`src/rtl/watch_pkg.sv`:
```
// Shared types, field widths and wrap helpers for the watch alarm controller.
package watch_pkg;

   localparam int HOUR_W = 5;
   localparam int MIN_W  = 6;
   localparam int SEC_W  = 6;

   localparam logic [HOUR_W-1:0] HOUR_MAX = 5'd23;
   localparam logic [MIN_W-1:0]  MIN_MAX  = 6'd59;

   typedef enum logic [1:0] {
      IDLE   = 2'd0,
      RING   = 2'd1,
      SNOOZE = 2'd2
   } state_t;

   function automatic logic [HOUR_W-1:0] hour_step(input logic [HOUR_W-1:0] h, input logic up);
      if (up) return (h >= HOUR_MAX) ? '0 : h + 1'b1;
      else    return (h == '0) ? HOUR_MAX : h - 1'b1;
   endfunction

   function automatic logic [MIN_W-1:0] min_step(input logic [MIN_W-1:0] m, input logic up);
      if (up) return (m >= MIN_MAX) ? '0 : m + 1'b1;
      else    return (m == '0) ? MIN_MAX : m - 1'b1;
   endfunction

endpackage

```
`src/rtl/tone_gen.sv`:
```
// Square-wave buzzer tone: toggles o_tone every HALF_PERIOD clocks while en is high.
module tone_gen #(
   parameter int HALF_PERIOD = 5
) (
   input  logic clk,
   input  logic rst,
   input  logic en,
   output logic o_tone
);

   localparam int CNT_W = (HALF_PERIOD > 1) ? $clog2(HALF_PERIOD) : 1;
   localparam logic [CNT_W-1:0] CNT_LAST = CNT_W'(HALF_PERIOD - 1);

   logic [CNT_W-1:0] cnt;

   // Dropping en clears both the divider and the tone, so every ring starts low.
   always_ff @(posedge clk) begin
      if (rst || !en) begin
         cnt    <= '0;
         o_tone <= 1'b0;
      end else if (cnt == CNT_LAST) begin
         cnt    <= '0;
         o_tone <= ~o_tone;
      end else begin
         cnt <= cnt + 1'b1;
      end
   end

endmodule

```
`src/rtl/watch_alarm.sv`:
```
// Alarm controller: stores the alarm time, rings on the matching minute, supports
// stop, snooze and ring timeout, and drives a buzzer tone while ringing.
//
// state  | meaning
// IDLE   | armed or disarmed, waiting for the alarm time; alarm time editable
// RING   | alarm sounding, tone running, counting seconds toward timeout
// SNOOZE | silenced, waiting for the latched snooze target time
module watch_alarm
   import watch_pkg::*;
#(
   parameter int FCLK         = 100_000_000,
   parameter int TONE_HZ      = 1000,
   parameter int RING_SEC     = 60,
   parameter int SNOOZE_MIN   = 5,
   parameter int AL_HOUR_INIT = 7,
   parameter int AL_MIN_INIT  = 0
) (
   input  logic              clk,
   input  logic              rst,
   input  logic [4:0]        hour,
   input  logic [5:0]        min,
   input  logic [5:0]        sec,
   input  logic              alarm_en,
   input  logic              set_mode,
   input  logic              i_up,
   input  logic              i_down,
   input  logic              i_sel,
   input  logic              i_stop,
   input  logic              i_snooze,
   output logic [4:0]        al_hour,
   output logic [5:0]        al_min,
   output logic              o_ringing,
   output logic              o_snoozed,
   output logic              o_buzz,
   output logic              o_sel_hour
);

   localparam int HALF_PERIOD = (FCLK / (2 * TONE_HZ) > 0) ? FCLK / (2 * TONE_HZ) : 1;
   localparam int RING_W      = (RING_SEC > 1) ? $clog2(RING_SEC) : 1;
   localparam logic [RING_W-1:0] RING_LAST  = RING_W'(RING_SEC - 1);
   localparam logic [MIN_W:0]    SNOOZE_ADD = (MIN_W+1)'(SNOOZE_MIN);
   localparam logic [MIN_W:0]    MIN_WRAP   = (MIN_W+1)'(60);

   state_t              state_q, state_d;
   logic                time_valid;
   logic                match, match_q, trig;
   logic                sn_match, sn_match_q, sn_trig;
   logic [SEC_W-1:0]    sec_q;
   logic                sec_chg;
   logic [RING_W-1:0]   ring_cnt;
   logic                ring_done;
   logic [HOUR_W-1:0]   sn_hour, sn_hour_d;
   logic [MIN_W-1:0]    sn_min, sn_min_d;
   logic [MIN_W:0]      sum_min;
   logic                edit_en;
   logic                tone_en;

   assign time_valid = (hour <= HOUR_MAX) && (min <= MIN_MAX);
   assign match      = time_valid && (hour == al_hour) && (min == al_min) && (sec == '0);
   assign sn_match   = time_valid && (hour == sn_hour) && (min == sn_min) && (sec == '0);
   assign trig       = match && !match_q;
   assign sn_trig    = sn_match && !sn_match_q;
   assign sec_chg    = (sec != sec_q);
   assign ring_done  = sec_chg && (ring_cnt == RING_LAST);
   assign edit_en    = set_mode && (state_q == IDLE);

   // Snooze target: minutes carry into the hour, the hour wraps at midnight.
   always_comb begin
      sum_min   = {1'b0, min} + SNOOZE_ADD;
      sn_hour_d = hour;
      sn_min_d  = sum_min[MIN_W-1:0];
      if (sum_min > {1'b0, MIN_MAX}) begin
         sn_min_d  = MIN_W'(sum_min - MIN_WRAP);
         sn_hour_d = hour_step(hour, 1'b1);
      end
   end

   always_comb begin
      state_d = state_q;
      case (state_q)
         IDLE:    if (trig && !set_mode) state_d = RING;
         RING: begin
            if (i_stop)         state_d = IDLE;
            else if (i_snooze)  state_d = SNOOZE;
            else if (ring_done) state_d = IDLE;
         end
         SNOOZE: begin
            if (i_stop)       state_d = IDLE;
            else if (sn_trig) state_d = RING;
         end
         default: state_d = IDLE;
      endcase
      if (!alarm_en) state_d = IDLE;
   end

   always_ff @(posedge clk) begin
      if (rst) begin
         state_q    <= IDLE;
         o_ringing  <= 1'b0;
         o_snoozed  <= 1'b0;
         match_q    <= 1'b1;
         sn_match_q <= 1'b1;
         sec_q      <= sec;
         ring_cnt   <= '0;
         sn_hour    <= '0;
         sn_min     <= '0;
      end else begin
         state_q    <= state_d;
         o_ringing  <= (state_d == RING);
         o_snoozed  <= (state_d == SNOOZE);
         match_q    <= match;
         sn_match_q <= sn_match;
         sec_q      <= sec;
         if (state_q != RING)
            ring_cnt <= '0;
         else if (sec_chg && !ring_done)
            ring_cnt <= ring_cnt + 1'b1;
         if (state_q == RING && state_d == SNOOZE) begin
            sn_hour <= sn_hour_d;
            sn_min  <= sn_min_d;
         end
      end
   end

   // Simultaneous up and down cancel; the field selected before any i_sel is edited.
   always_ff @(posedge clk) begin
      if (rst) begin
         al_hour    <= HOUR_W'(AL_HOUR_INIT);
         al_min     <= MIN_W'(AL_MIN_INIT);
         o_sel_hour <= 1'b0;
      end else if (edit_en) begin
         if (i_up ^ i_down) begin
            if (o_sel_hour) al_hour <= hour_step(al_hour, i_up);
            else            al_min  <= min_step(al_min, i_up);
         end
         if (i_sel) o_sel_hour <= ~o_sel_hour;
      end
   end

   // Tone runs only while RING persists across the edge, so it drops with the state.
   assign tone_en = (state_q == RING) && (state_d == RING);

   tone_gen #(
      .HALF_PERIOD(HALF_PERIOD)
   ) u_tone_gen (
      .clk    (clk),
      .rst    (rst),
      .en     (tone_en),
      .o_tone (o_buzz)
   );

endmodule

```
`config.mk`:
```
export PLATFORM = sky130hd
export DESIGN_NAME = watch_alarm
export DESIGN_NICKNAME = d
export VERILOG_FILES = /design/src/rtl/watch_pkg.sv /design/src/rtl/tone_gen.sv /design/src/rtl/watch_alarm.sv
export SDC_FILE = /design/constraint.sdc
export NUM_CORES = 1
export LEC_CHECK = 0
export ABC_AREA = 1
export CORE_MARGIN = 1.5
export CORE_UTILIZATION = 60
export DETAILED_ROUTE_END_ITERATION = 8
export PLACE_DENSITY_LB_ADDON = 0.08
export SETUP_SLACK_MARGIN = 0.1
export SYNTH_ARGS = -nofsm -noshare
export SYNTH_HDL_FRONTEND = slang
export SYNTH_HIERARCHICAL = 1
export SYNTH_SLANG_ARGS = --single-unit
```
`constraint.sdc`:
```
create_clock -name clk -period 4.75 [get_ports clk]
set_clock_uncertainty 0.15 [all_clocks]
set_input_delay 0.7125 -clock clk [delete_from_list [all_inputs] [get_ports clk]]
set_output_delay 0.7125 -clock clk [all_outputs]
set_load 0.005 [all_outputs]
```
==> metrics.cfg <==
[timing]
setup_tns_ns=0
setup_slack_ns=1.74
fmax_ghz=0.332
drv_slew=0
maxSlewHeadroom=0.589
setup_violations=0
fin_crit_ns=3.01
rsz0062_at_grt=no
timing.final.crit_share=0.634
worst_pin_slew_ns=0.617
hold_viol_final=0

[cells_and_area]
multi_input_area_mm2=0.00223
syn_to_final_growth_pct=15.6
drive_gt1_frac=0.0576
stdcell_area_mm2=0.00438
diodes=0
stdcell_count=700
n_fill_cell=507
nets=660
final-seq-area_mm2=0.00116

[synthesis]
synth_edf_count=0
ys.flop_type=dfxtp_1
synthCells=584
synth_area_leader_cell=dfxtp_1
synthDistinctLibCells=38
synth_warnings=6
syn_area_mm2=0.00379
ys_ff_latch=58
async_flop_share=0
yosysTopAreaCellShare=0.306
synth_nets=622
yosys-top-cells-area=dfxtp_1 (31%), nand2_1 (15%), nor2_1 (9.9%)
seq_area_frac_synth=0.306
syn_avg_cell_area_um2=6.49

[clock_network]
cts.sinks=58
postCtsSetupRepairBufs=0
clockBufferDepth=2
clockRootBuffer=clkbuf_8
hold_buffers=0
cts_resized=0
cts_tree=built
clk_pin_slew_ns=0.06
cts_buffers=9
cts_max_level=3
clk_latency_ns=0.34

[place]
gp_congestion=0.915
place_area_mm2=0.00419
dpl.hpwl_mm=6.24
dp_slack_ns=1.41
dp_cells=686
port_buffers=40

[power]
power.density_mw_per_mm2=262
internal_power_uw=842
irDropWorstVdd_mv=0.217
power_leakage_nw=1.95
p_sw_uw=308
swShare=0.268
combPwrFrac=0.162
clkPwrFrac=0.392
p_seq_frac=0.446

[floorplanning]
fp.dieArea_mm2=0.00680
coreArea_mm2=0.00603
initial_core_util=0.629
die_w_um=82.5
num_rows=28
top_level_ports=41
die_h_um=82.5

[setup_path]
cp_max_fo=14
crit_top_cell=nand2_1
critPathKind=primary input to flop
cp_slowest_stage_delay_ns=0.63
cp.required_ns=4.87
worst-r2r-setup-slack_ns=2.43
cpLargestDelayFamily=simple AND/OR/NAND/NOR gates
arrival_ns=3.13
critPathBufInv=4
cp-end-kind=flop
cp_slowest_cell=clkdlybuf4s50_1
path_cells=clkdlybuf4s50_1 -> ha_1 -> nand3_1 -> nand3_1 -> nand2_1 -> inv_2 -> nand4_1 -> inv_1 -> nand2_1 -> o211ai_1 -> nand2_1 -> nor2_1 -> inv_1 -> nor2_1 -> nand2_4 -> a21oi_1
startpoint_type=primary input

[route]
vias=3695
viasPerCell=5.28
avgRoutedWirePerCell_um=11.9
drtIter0Drc=188
routed_wl_mm=8.35
post-route-drc-count=0
antenna_left=0
first_pass_iters=5

[global_routing]
grt_pass1_wl_mm=13.8
antenna_found_initial=0
grt_pass1_vias=3179
grt_overflow=0
track_usage=0.266
grt_max_degree=23

[flow_run]
maxCapViolCount=0

[outcome]
outcome=finished clean

[hold_path]
hold_path.class=flop to flop

[through the flow]
step,util,power [mW],hold WS [ns]
after global placement,0.695,0.703,0.307
after detailed placement,0.695,0.707,0.319
final,0.727,1.15,0.331
after CTS,0.727,1.16,0.334
after floorplan,-,0.643,0.291
after global routing,0.727,1.21,0.356
[logic make-up after synthesis]
group	share of synthesized area
fa+ha+maj	0.0396
buf+inv	0.105
xor+xnor	0.0783
compound gates	0.0885
simple gates	0.382
flops	0.306
[final cells by class]
class	count	area share
Inverter	81	0.0694
Clock inverter	3	0.00914
Sequential cell	58	0.265
Timing Repair Buffer	40	0.0914
Tap cell	75	0.0214
Clock buffer	11	0.0346
Multi-Input combinational cell	432	0.509
[per-layer routing]
metal | vias to the layer above | share of wire | GRT usage
li1 | 1923 | - | -
met5 | - | 0 | 0
met4 | 0 | 0.0049 | 0.0729
met3 | 6 | 0.068 | 0.0791
met2 | 117 | 0.45 | 0.410
met1 | 1649 | 0.48 | 0.359
[synth_stat cells, types with 2 or more instances]
cell / number
a21oi_1: 17
a221oi_1: 5
a31oi_1: 5
buf_2: 3
buf_4: 3
buf_6: 4
clkbuf_1: 3
dfxtp_1: 58
ha_1: 12
inv_1: 77
inv_2: 4
nand2_1: 153
nand2_2: 3
nand2_4: 3
nand3_1: 35
nand3_2: 2
nand3b_1: 3
nand4_1: 11
nor2_1: 100
nor2_2: 5
nor3_1: 10
nor4_1: 2
o211ai_1: 4
o21ai_0: 16
o21bai_1: 2
or2_0: 2
xnor2_1: 9
xor2_1: 23
[placed cells by master, fill, tap and decap left out, drive strengths merged, types with 2 or more instances in the layout]
cell	count
o211ai	4
clkinv	2
a221oi	5
nand4	12
clkdlybuf4s50	40
nor2	105
dfxtp	58
or2	2
a21oi	18
nand2	159
nor3	10
o21bai	2
ha	12
nand3	38
inv	81
nor4	2
clkbuf	11
o21ai	17
xnor2	9
a31oi	5
nand3b	3
xor2	24
[registers in the layout, summed over array words and instances (netlist names), 2 cells and up]
| name | flops |
|---|---|
| u_tone_gen/cnt | 16 |
| sn_hour | 5 |
| sec_q | 6 |
| al_hour | 5 |
| al_min | 6 |
| sn_min | 6 |
| state_q | 2 |
| ring_cnt | 6 |
[power by group through the flow]
stage | logic (mW) | clock network [mW] | registers [mW]
after detailed placement | 0.184 | 0 | 0.524
final | 0.186 | 0.450 | 0.513
after global placement | 0.180 | 0 | 0.523
after global routing | 0.209 | 0.486 | 0.515
after floorplan | 0.125 | 0 | 0.518
after CTS | 0.185 | 0.461 | 0.513
[worst min-delay path, stage by stage (launching register included)]
cell	delay, ns
dfxtp_1	0.32
nor2_1	0.05
nor2_1	0.07
[worst paths after layout]
path | start | end | cells after the start
min | ring_cnt[4] | ring_cnt[4] | 2
max | hour[0] | u_tone_gen/cnt[15] | 16
max reg2reg | al_hour[2] | u_tone_gen/cnt[15] | 12
min reg2reg | ring_cnt[4] | ring_cnt[4] | 2
Note: power is estimated with default switching activity, not from simulation.
